[config.mk]
export PLATFORM = sky130hd
export DESIGN_NAME = mem_ctrl_arb
export DESIGN_NICKNAME = d
export VERILOG_FILES = /design/src/rtl/mem_ctrl_arb.sv
export SDC_FILE = /design/constraint.sdc
export NUM_CORES = 1
export LEC_CHECK = 0
export CAP_MARGIN = 20
export CORE_ASPECT_RATIO = 0.6
export CORE_MARGIN = 2
export CORE_UTILIZATION = 50
export CTS_CLUSTER_SIZE = 8
export DETAILED_ROUTE_END_ITERATION = 8
export GPL_TIMING_DRIVEN = 0
export PLACE_DENSITY = 0.91
export SLEW_MARGIN = 20
export SYNTH_ARGS = -nofsm -noshare
export SYNTH_HDL_FRONTEND = slang
export SYNTH_SLANG_ARGS = --single-unit
[constraint.sdc]
create_clock -name clock -period 4.4 [get_ports clock]
set_clock_uncertainty 0.05 [all_clocks]
set_input_delay 0.88 -clock clock [delete_from_list [all_inputs] [get_ports clock]]
set_output_delay 0.88 -clock clock [all_outputs]
set_load 0.01 [all_outputs]
[src/rtl/mem_ctrl_arb.sv]
// Two-port arbiter onto a narrow asynchronous-read RAM: instruction fetch (read-only) and
// data memory (read/write). Each port word is moved as BEATS RAM accesses, MSB slice first.
module mem_ctrl_arb #(
  parameter int unsigned DATA_W = 32,
  parameter int unsigned RAM_W  = 16,
  parameter int unsigned ADDR_W = 17,
  parameter int unsigned BEAT_W = 1,
  parameter int unsigned FAIR   = 0
) (
  input  logic                     clock,
  input  logic                     reset,
  input  logic                     if_req,
  input  logic [ADDR_W-1:0]        if_addr,
  output logic                     if_ack,
  output logic                     if_valid,
  output logic [DATA_W-1:0]        if_rdata,
  input  logic                     mem_req,
  input  logic                     mem_we,
  input  logic [ADDR_W-1:0]        mem_addr,
  input  logic [DATA_W-1:0]        mem_wdata,
  output logic                     mem_ack,
  output logic                     mem_valid,
  output logic [DATA_W-1:0]        mem_rdata,
  output logic [ADDR_W+BEAT_W-1:0] ram_addr,
  output logic                     ram_we,
  output logic [RAM_W-1:0]         ram_wdata,
  input  logic [RAM_W-1:0]         ram_rdata
);

  localparam int unsigned BEATS = 1 << BEAT_W;

  typedef enum logic [1:0] {StIdle, StBusy, StResp} state_e;

  state_e                     state_q, state_d;
  logic [BEAT_W-1:0]          beat_q;
  logic [ADDR_W-1:0]          lat_addr_q;
  logic                       lat_we_q;
  logic [DATA_W-1:0]          lat_wdata_q;
  logic                       lat_mem_q;
  logic                       last_mem_q;
  logic [DATA_W-1:0]          buf_q;
  logic [DATA_W-1:0]          buf_d;
  logic [DATA_W-1:0]          if_rdata_q;
  logic [DATA_W-1:0]          mem_rdata_q;
  logic [ADDR_W+BEAT_W-1:0]   ram_addr_q;
  logic [ADDR_W+BEAT_W-1:0]   busy_addr;
  logic                       grant_mem;
  logic                       grant_if;
  logic                       last_beat;

  assign busy_addr = {lat_addr_q, beat_q};
  assign last_beat = (beat_q == BEAT_W'(BEATS - 1));
  // Read slices enter at the LSB, so after BEATS shifts the first slice sits at the MSB.
  assign buf_d     = {buf_q[DATA_W-RAM_W-1:0], ram_rdata};

  // Arbitration is only live in IDLE and never while reset is asserted.
  always_comb begin
    grant_mem = 1'b0;
    grant_if  = 1'b0;
    if (reset && state_q == StIdle) begin
      if (FAIR == 0) begin
        if (mem_req) begin
          grant_mem = 1'b1;
        end else if (if_req) begin
          grant_if = 1'b1;
        end
      end else begin
        if (mem_req && if_req) begin
          grant_if  = last_mem_q;
          grant_mem = !last_mem_q;
        end else begin
          grant_mem = mem_req;
          grant_if  = if_req;
        end
      end
    end
  end

  always_comb begin
    state_d = state_q;
    case (state_q)
      StIdle:  if (grant_mem || grant_if) state_d = StBusy;
      StBusy:  if (last_beat) state_d = StResp;
      StResp:  state_d = StIdle;
      default: state_d = StIdle;
    endcase
  end

  always_ff @(posedge clock or negedge reset) begin
    if (!reset) begin
      state_q     <= StIdle;
      beat_q      <= '0;
      lat_addr_q  <= '0;
      lat_we_q    <= 1'b0;
      lat_wdata_q <= '0;
      lat_mem_q   <= 1'b0;
      last_mem_q  <= 1'b1;
      buf_q       <= '0;
      if_rdata_q  <= '0;
      mem_rdata_q <= '0;
      ram_addr_q  <= '0;
    end else begin
      state_q <= state_d;
      case (state_q)
        StIdle: begin
          if (grant_mem || grant_if) begin
            lat_addr_q  <= grant_mem ? mem_addr : if_addr;
            lat_we_q    <= grant_mem & mem_we;
            lat_wdata_q <= grant_mem ? mem_wdata : '0;
            lat_mem_q   <= grant_mem;
            last_mem_q  <= grant_mem;
            beat_q      <= '0;
          end
        end
        StBusy: begin
          beat_q      <= beat_q + BEAT_W'(1);
          ram_addr_q  <= busy_addr;
          // Write data shifts left so the current slice is always at the MSB.
          lat_wdata_q <= lat_wdata_q << RAM_W;
          if (!lat_we_q) begin
            buf_q <= buf_d;
            if (last_beat) begin
              if (lat_mem_q) begin
                mem_rdata_q <= buf_d;
              end else begin
                if_rdata_q <= buf_d;
              end
            end
          end
        end
        default: ;
      endcase
    end
  end

  assign if_ack    = grant_if;
  assign mem_ack   = grant_mem;
  assign if_valid  = (state_q == StResp) && !lat_mem_q;
  assign mem_valid = (state_q == StResp) && lat_mem_q;
  assign if_rdata  = if_rdata_q;
  assign mem_rdata = mem_rdata_q;
  // Outside BUSY the RAM address parks on the last beat driven.
  assign ram_addr  = (state_q == StBusy) ? busy_addr : ram_addr_q;
  assign ram_we    = (state_q == StBusy) && lat_we_q;
  assign ram_wdata = (state_q == StBusy) ? lat_wdata_q[DATA_W-1 -: RAM_W] : '0;

endmodule

==> impl_metrics.ini, run 1 <==
[layout]
final_cells = 825
area_growth_pct = 44.3
fillers = 784
diodes = 0
design_area_sq_um = 8900
register_area_sq_um = 3800
multi_input_area_sq_um = 2190
fin_nets = 734
drive_gt1_share_pct = 22.0

[worst_setup_path]
r2r-start = state_q[1]$_DFFE_PN0P_
arrival_ns = 3.17
r2r_setup_slack_ns = 2.22
startpoint_type = primary input
cp.required_ns = 3.47
crit_type = primary input to output pin
crit_fanout = 84
cp-end-kind = output pin
rr_worst_depth = 4
timing.rr.end = buf_q[14]$_DFFE_PN0P_

[route]
drt-total-wl_mm = 15.7
first_iter_violations = 223
dr.pass1.iters = 7
routedWlPerCell_microns = 19.1
vias_per_cell = 5.26
ant_nets = 0
vias = 4340
drc_errors = 0

[sta]
hold_ws_ns = 0.389
rsz0062_at_grt = no
maxSlewViolCount = 0
period_needed_ns = 4.10
post-route-period-util_pct = 93.2
relSlewSlack_pct = 53.2
worst_pin_slew_ns = 0.700
setup_viol = 0
finalHoldViolCount = 0
setup_ws_ns = 0.301
fmax_ghz = 0.244

[logic_synthesis]
synth.most_common_cell = dfrtp_1
synth_xor_area_share_pct = 0
synth_fp_nets = 525
yosys.area.top_type = dfrtp_1
syn_inst = 438
yosysWarnings = 0
synth_top_family_by_area = multiplexers
synth_adder_area_share_pct = 0
yosysSeqAreaShare_pct = 61.6
yosysUniqueCellTypes = 31
synthFlopType = dfrtp_1
synth_common_cells = dfrtp_1 (152), nand2_1 (55), mux2_2 (48), a22o_1 (33), mux2_4 (30)
avgSynthCellArea_sq_um = 14.1
synth_seq_cells = 152
synth-edff-count = 0
synth_top_area_share_pct = 61.6
synthTopCellsByArea = dfrtp_1 (62%), mux2_2 (8.8%), mux2_4 (7.3%)
synth.cell_area_sq_um = 6170
synth-simple-area-share_pct = 8.52
async_flop_share_pct = 100
synth_compound_area_share_pct = 10.5
synthMuxAreaShare_pct = 16.4

[clocking]
htreeDepth = 4
root_buffer = clkbuf_16
clk_latency_ns = 0.41
holdBufCountCts = 0
cts_sinks = 152
cts_tree = yes
post_cts_buffers = 0
post_cts_resize_count = 0
clk_pin_slew_worst_paths_ns = 0.07
cts_made_buffers = 17
cts_buffer_depth = 2

[power_and_ir_drop]
peakVddDrop_v = 0.000388
p_per_area_nw_per_um2 = 768
p_leak_uw = 0.00409

[floorplanning]
chipHeight_microns = 90.1
core_area_sq_um = 12100
rows = 31
initial_utilization_pct = 51.2
fp.dieW_microns = 147
io_pins = 190
die-area_sq_um = 13300

[global_routing]
first_global_vias = 4656
grt_start_max_net_pins = 85
track_usage_pct = 24.5
gr-total-overflow = 0
grt_pass1_wl_mm = 25.1
antenna_found_initial = 0

[job]
drv_cap = 0

[placement]
place_congestion = 0.853
hpwl_mm = 11.5
post-place-ws_ns = 0.288
numPortBuffers = 189
place_area_sq_um = 8300
post-place-cells = 793

[run_status]
status = complete, no violations

[worst_hold_path]
worstHoldPathType = primary input to async pin
==> state kept, by name, indices dropped and copies added, names as in the netlist, 2 cells and up <==
name and flops:
buf_q 16, if_rdata 32, lat_addr_q 17, lat_wdata_q 32, mem_rdata 32, ram_addr_q 18, state_q 2
==> worst max-delay path: stages <==
cell	delay [ns]
buf_8	0.45
nor3b_2	0.48
nand2_1	0.32
clkbuf_1	0.34
inv_1	0.11
clkdlybuf4s50_1	0.55
==> worst max-delay path by stage <==
stage	to	from	cells past startpoint
after floorplan	if_ack	reset	4
after global placement	mem_ack	reset	6
after detailed placement	if_ack	reset	6
after CTS	if_ack	reset	6
after global routing	if_ack	reset	6
final	if_ack	reset	6
==> metrics by stage <==
step	util (%)	setup TNS, ns	power (uW)
finish	73.8	0	6840
CTS	73.8	0	6880
detailed placement	68.8	0	5360
global route	73.8	0	7170
floorplan	-	0	3860
global placement	68.6	-702.06	5210
==> layer usage <==
layer  GRT usage, %  up-vias  wire length, microns
li1               -     1974                     -
met2           38.9      138                  7390
met1           34.2     2213                  7380
met4           7.21        0                   187
met5              0        -                     0
met3           5.63       15                   769
==> area by class of cell <==
| type | count | share of cell area (%) |
|---|---|---|
| sequential | 152 | 42.7 |
| inverter | 3 | 0.126 |
| timing repair buffer | 190 | 21.6 |
| multi-input combinational | 256 | 24.6 |
| clock inverter | 15 | 1.97 |
| buffer | 27 | 1.90 |
| clock buffer | 17 | 4.78 |
| tap | 165 | 2.32 |
==> cell families (layout without fill, tap and decap cells) <==
logic type             Yosys count  after routing
flip-flops                     152            152
AND/OR/NAND/NOR                102            102
multiplexers                    80             80
AO/OA/AOI/OAI                   74             74
buffers and inverters           30            252
==> power by group <==
part | total (uW) | internal (uW) | switching, uW
Clock | 1490 | 859 | 628
Sequential | 2460 | 2070 | 393
Combinational | 2890 | 1680 | 1210
Total | 6840 | 4610 | 2230
==> cells in the final DEF (no fill, tap or decap), types with 2 or more instances in the layout <==
cell type,Yosys,layout
and2_1,17,17
bufinv_16,0,2
o21a_1,2,2
a22o_1,33,33
mux2_4,30,30
nor3b_1,2,2
nor2b_1,2,2
o221a_2,16,16
nand2b_1,18,18
buf_12,3,3
a21o_1,17,17
clkbuf_16,0,17
mux2_2,48,48
mux2_1,2,2
buf_2,9,9
o21ai_0,3,3
clkdlybuf4s50_1,0,188
nand2_1,55,55
inv_8,0,3
dfrtp_1,152,152
inv_1,3,3
clkinvlp_4,0,2
clkbuf_1,13,13
inv_6,0,7
(Power assumes the default switching activity.)
==> inputs of run 2 (changes only) <==
--- a/config.mk
+++ b/config.mk
@@ -13,7 +13,6 @@
 export DETAILED_ROUTE_END_ITERATION = 8
 export GPL_TIMING_DRIVEN = 0
 export PLACE_DENSITY = 0.91
-export SLEW_MARGIN = 20
 export SYNTH_ARGS = -nofsm -noshare
 export SYNTH_HDL_FRONTEND = slang
 export SYNTH_SLANG_ARGS = --single-unit
==> run 2 against run 1 <==
Worst hold slack barely moved. Maximum frequency fell by 0.63%. Critical path type unchanged. Final cell count did not move. Sequential power barely moved. Clock power fell by 4%. Non-clock buffer count did not move. Global-route usage barely moved. Utilization fell by 0.21 points.
==> impl_metrics.ini, run 2 (same netlist as run 1, synthesis figures left out) <==
[floorplanning]
chipHeight_microns = 90.1
fp.dieW_microns = 147
initial_utilization_pct = 51.2
io_pins = 190
rows = 31
core_area_sq_um = 12100
die-area_sq_um = 13300

[sta]
relSlewSlack_pct = 45.6
setup_tns_ns = 0
finalHoldViolCount = 0
setup_ws_ns = 0.275
setup_viol = 0
worst_pin_slew_ns = 0.812
rsz0062_at_grt = no
maxSlewViolCount = 0
fmax_ghz = 0.242
period_needed_ns = 4.12
post-route-period-util_pct = 93.7

[worst_setup_path]
path_delay_family = buffers and inverters
cp.required_ns = 3.47
arrival_ns = 3.19
startpoint_type = primary input
crit_fanout = 84
slowest_stage = clkdlybuf4s50_1
crit_type = primary input to output pin
cp-end-kind = output pin
worst-path-buf-inv = 4
crit_chain = buf_8, nor3b_2, nand2_1, clkbuf_1, inv_1, clkdlybuf4s50_1
cp_slowest_stage_delay_ns = 0.55

[clocking]
cts_tree = yes
post_cts_buffers = 0
htreeDepth = 4
cts_made_buffers = 17
cts_buffer_depth = 2
clk_pin_slew_worst_paths_ns = 0.07
root_buffer = clkbuf_16
cts_sinks = 152
clk_latency_ns = 0.41

[layout]
drive_gt1_share_pct = 22.0
final_common_cell = clkdlybuf4s50_1
final_cell_mix = clkdlybuf4s50_1 (188), dfrtp_1 (152), nand2_1 (55)
diodes = 0
fin_nets = 734
area_growth_pct = 43.9

[route]
vias_per_cell = 5.32
drt-total-wl_mm = 15.7
dr.pass1.iters = 4
ant_nets = 0
vias = 4386
drc_errors = 0
routedWlPerCell_microns = 19.0
first_iter_violations = 207

[power_and_ir_drop]
p_seq_share_pct = 36.4
p_comb_share_pct = 42.5
finalPower_uw = 6770
p_leak_uw = 0.00408
pwr-share-clk_pct = 21.1
intPower_uw = 4550
sw_frac_of_total_pct = 32.9
peakVddDrop_v = 0.000384
p_per_area_nw_per_um2 = 763
switching_power_uw = 2230

[global_routing]
gr-total-overflow = 0
first_global_vias = 4720
grt_pass1_wl_mm = 25.3
antenna_found_initial = 0
grt_start_max_net_pins = 85
track_usage_pct = 24.6

[placement]
numPortBuffers = 189
place_congestion = 0.853
post-place-ws_ns = 0.170
hpwl_mm = 11.5

[run_status]
status = complete, no violations

[job]
drv_cap = 0

[worst_hold_path]
worstHoldPathType = primary input to async pin
## run 2: changes by cell type in the layout (fill, tap and decap cells not counted)
cell       previous run  this run
bufinv_16             2         1
clkinv_2              1         2
## run 2: area by class of cell
type,count,area (sq um)
Multi-Input combinational cell,256,2190
Inverter,3,11.3
Sequential cell,152,3800
Tap cell,165,206
Clock inverter,15,150
Clock buffer,17,425
Timing Repair Buffer,190,1920
Buffer,27,169
Fill cell,815,3190
## run 2: stage by stage
step / hold WS, ns / cell area, sq um / utilization (%) / instances
after floorplan: 0.391 / 6170 / - / 438
after global placement: 0.400 / 8270 / 68.6 / 792
final: 0.389 / 8880 / 73.6 / 825
after global routing: 0.437 / 8880 / 73.6 / 825
after CTS: 0.421 / 8870 / 73.6 / 825
after detailed placement: 0.407 / 8300 / 68.8 / 793
## run 2: power groups by stage
stage / clock, uW / sequential (uW) / combinational (uW)
6_report: 1430 / 2460 / 2880
5_1_grt: 1510 / 2540 / 3060
4_1_cts: 1450 / 2460 / 2910
3_5_place_dp: 0 / 2480 / 2880
3_3_place_gp: 0 / 2420 / 2790
2_1_floorplan: 0 / 2520 / 1350
## run 2: final timing paths
path / startpoint / endpoint / slack [ns] / cells past startpoint
min in group clock: lat_wdata_q[21]$_DFFE_PN0P_ / lat_wdata_q[21]$_DFFE_PN0P_ / 0.42 / 1
hold / removal: reset / if_rdata[27]$_DFFE_PN0P_ / 0.39 / 1
max in group asynchronous: reset / lat_wdata_q[31]$_DFFE_PN0P_ / 3.13 / 2
setup / recovery: reset / if_ack / 0.28 / 6
setup reg to reg: state_q[1]$_DFFE_PN0P_ / buf_q[14]$_DFFE_PN0P_ / 2.13 / 4
hold reg to reg: lat_wdata_q[21]$_DFFE_PN0P_ / lat_wdata_q[21]$_DFFE_PN0P_ / 0.42 / 1
## run 2: layer usage
layer	part of all wire, %	GRT usage [%]	vias to the layer above
li1	-	-	1978
met1	47	34.6	2243
met2	47	38.9	141
met3	4.8	4.92	24
met4	1.6	7.45	0
met5	0	0	-
## run 2: repair_timing
action | in CTS | in global routing
hold buffers | 0 | 0
endpoints found under the setup margin | 0 | 1
endpoints found under the hold margin | 0 | 0
resized for setup | 0 | 2
==> inputs of run 3 (changes only) <==
--- a/config.mk
+++ b/config.mk
@@ -7,11 +7,10 @@
 export LEC_CHECK = 0
 export CAP_MARGIN = 20
 export CORE_ASPECT_RATIO = 0.6
-export CORE_MARGIN = 2
+export CORE_MARGIN = 5
 export CORE_UTILIZATION = 50
 export CTS_CLUSTER_SIZE = 8
 export DETAILED_ROUTE_END_ITERATION = 8
-export GPL_TIMING_DRIVEN = 0
 export PLACE_DENSITY = 0.91
 export SYNTH_ARGS = -nofsm -noshare
 export SYNTH_HDL_FRONTEND = slang
==> run 3 against run 2 <==
Wire length down 1.9%. First-iteration DRC count rose by 20%. Clock power hardly changed. Design area fell by 0.94%. Register-to-register slack improved by 0.13 ns. Non-clock buffer count is 20 lower. Global-route usage decreased by 3.4 points. Clock-buffer cell count up 1. Via count fell by 4.2%. Sequential cell count stayed put. Sequential power hardly changed. Critical path type is now flip-flop to output pin.
==> impl_metrics.ini, run 3 (same netlist as run 1, synthesis figures left out) <==
[floorplanning]
initial_utilization_pct = 51.2
chipHeight_microns = 96.1
die-area_sq_um = 14700
core_area_sq_um = 12100
rows = 31
io_pins = 190
fp.dieW_microns = 153

[sta]
fmax_ghz = 0.286
period_needed_ns = 3.50
relSlewSlack_pct = 39.2
post-route-period-util_pct = 79.5
finalHoldViolCount = 0
worst_pin_slew_ns = 0.910
setup_viol = 0
maxSlewViolCount = 0
rsz0062_at_grt = no
setup_tns_ns = 0

[placement]
place_congestion = 0.853
hpwl_mm = 10.9
numPortBuffers = 189

[power_and_ir_drop]
p_leak_uw = 0.00403
p_per_area_nw_per_um2 = 767
peakVddDrop_v = 0.000407
finalPower_uw = 6740

[route]
vias = 4201
wl_met1_mm = 6.70
highest_layer = met4
drt-total-wl_mm = 15.4
ant_nets = 0
vias_per_cell = 5.22
drc_errors = 0
dr.pass1.iters = 4
dr_wl_met2_mm = 7.64
first_iter_violations = 248
routedWlPerCell_microns = 19.1
met3_length_microns = 840

[clocking]
cts_tree = yes
cts_made_buffers = 17
clk_pin_slew_worst_paths_ns = 0.06
htreeDepth = 4
post_cts_buffers = 0
holdBufCountCts = 0
cts_buffer_depth = 2
root_buffer = clkbuf_16
post_cts_resize_count = 0
clk_latency_ns = 0.41
cts_sinks = 152

[worst_hold_path]
worstHoldPathType = flip-flop to flip-flop

[run_status]
status = complete, no violations

[global_routing]
track_usage_pct = 21.2
antenna_found_initial = 0
grt_pass1_wl_mm = 24.5
first_global_vias = 4602
grt_start_max_net_pins = 154
gr-total-overflow = 0

[worst_setup_path]
startpoint_type = flip-flop
crit_type = flip-flop to output pin
arrival_ns = 2.57
cp.required_ns = 3.47
cp-end-kind = output pin
crit_fanout = 44

[layout]
area_growth_pct = 42.5
drive_gt1_share_pct = 22.2
fin_nets = 714
final_common_cell = clkdlybuf4s50_1
diodes = 0
final_cell_mix = clkdlybuf4s50_1 (188), dfrtp_1 (152), nand2_1 (55)

[job]
drv_cap = 0
[run 3: changes by cell type in the layout (fill, tap and decap cells not counted), moves of 2 or more]
cell,before,now
buf_12,3,1
buf_2,9,0
clkinv_4,0,4
inv_8,3,1
inv_6,7,5
buf_4,0,7
clkbuf_1,13,0
[run 3: final cells by class]
type	count	area [sq um]
Sequential cell	152	3800
Fill cell	781	3270
Multi-Input combinational cell	256	2200
Timing Repair Buffer	197	1970
Clock buffer	18	439
Tap cell	165	206
Clock inverter	14	163
Inverter	3	11.3
[run 3: power breakdown]
group | total (uW) | internal (uW) | switching, uW
clock | 1460 | 866 | 589
sequential | 2480 | 2070 | 406
combinational | 2810 | 1650 | 1160
[run 3: through the flow]
stage	hold slack (ns)	utilization (%)	setup WS, ns	cells	area (sq um)
after floorplan	0.391	-	1.76	438	6170
after global placement	0.402	67.9	0.986	773	8190
after detailed placement	0.407	67.9	0.954	773	8190
after CTS	0.422	72.9	0.884	805	8790
after global routing	0.431	72.9	0.761	805	8790
final	0.419	72.9	0.903	805	8790
[run 3: routing by layer]
| metal | GRT usage [%] | vias up |
|---|---|---|
| met3 | 4.76 | 17 |
| li1 | - | 1932 |
| met5 | 0 | - |
| met1 | 28.7 | 2115 |
| met4 | 6.32 | 0 |
| met2 | 35.0 | 137 |
[run 3: path summary, 6_finish.rpt]
kind / from / to / slack, ns / cells after the start
min in group asynchronous: reset / lat_addr_q[16]$_DFFE_PN0P_ / 0.53 / 2
max in group asynchronous: reset / ram_addr_q[0]$_DFF_PN0_ / 3.08 / 2
hold reg to reg: lat_wdata_q[24]$_DFFE_PN0P_ / lat_wdata_q[24]$_DFFE_PN0P_ / 0.42 / 1
hold / removal: lat_wdata_q[24]$_DFFE_PN0P_ / lat_wdata_q[24]$_DFFE_PN0P_ / 0.42 / 1
setup reg to reg: state_q[1]$_DFFE_PN0P_ / buf_q[2]$_DFFE_PN0P_ / 2.26 / 4
setup / recovery: state_q[0]$_DFFE_PN0P_ / ram_addr[14] / 0.90 / 4
[run 3: critical path, stage by stage, from the launching register on]
cell,delay (ns)
dfrtp_1,0.51
nor2b_4,0.81
nand2_1,0.15
nand2_1,0.14
clkdlybuf4s50_1,0.55
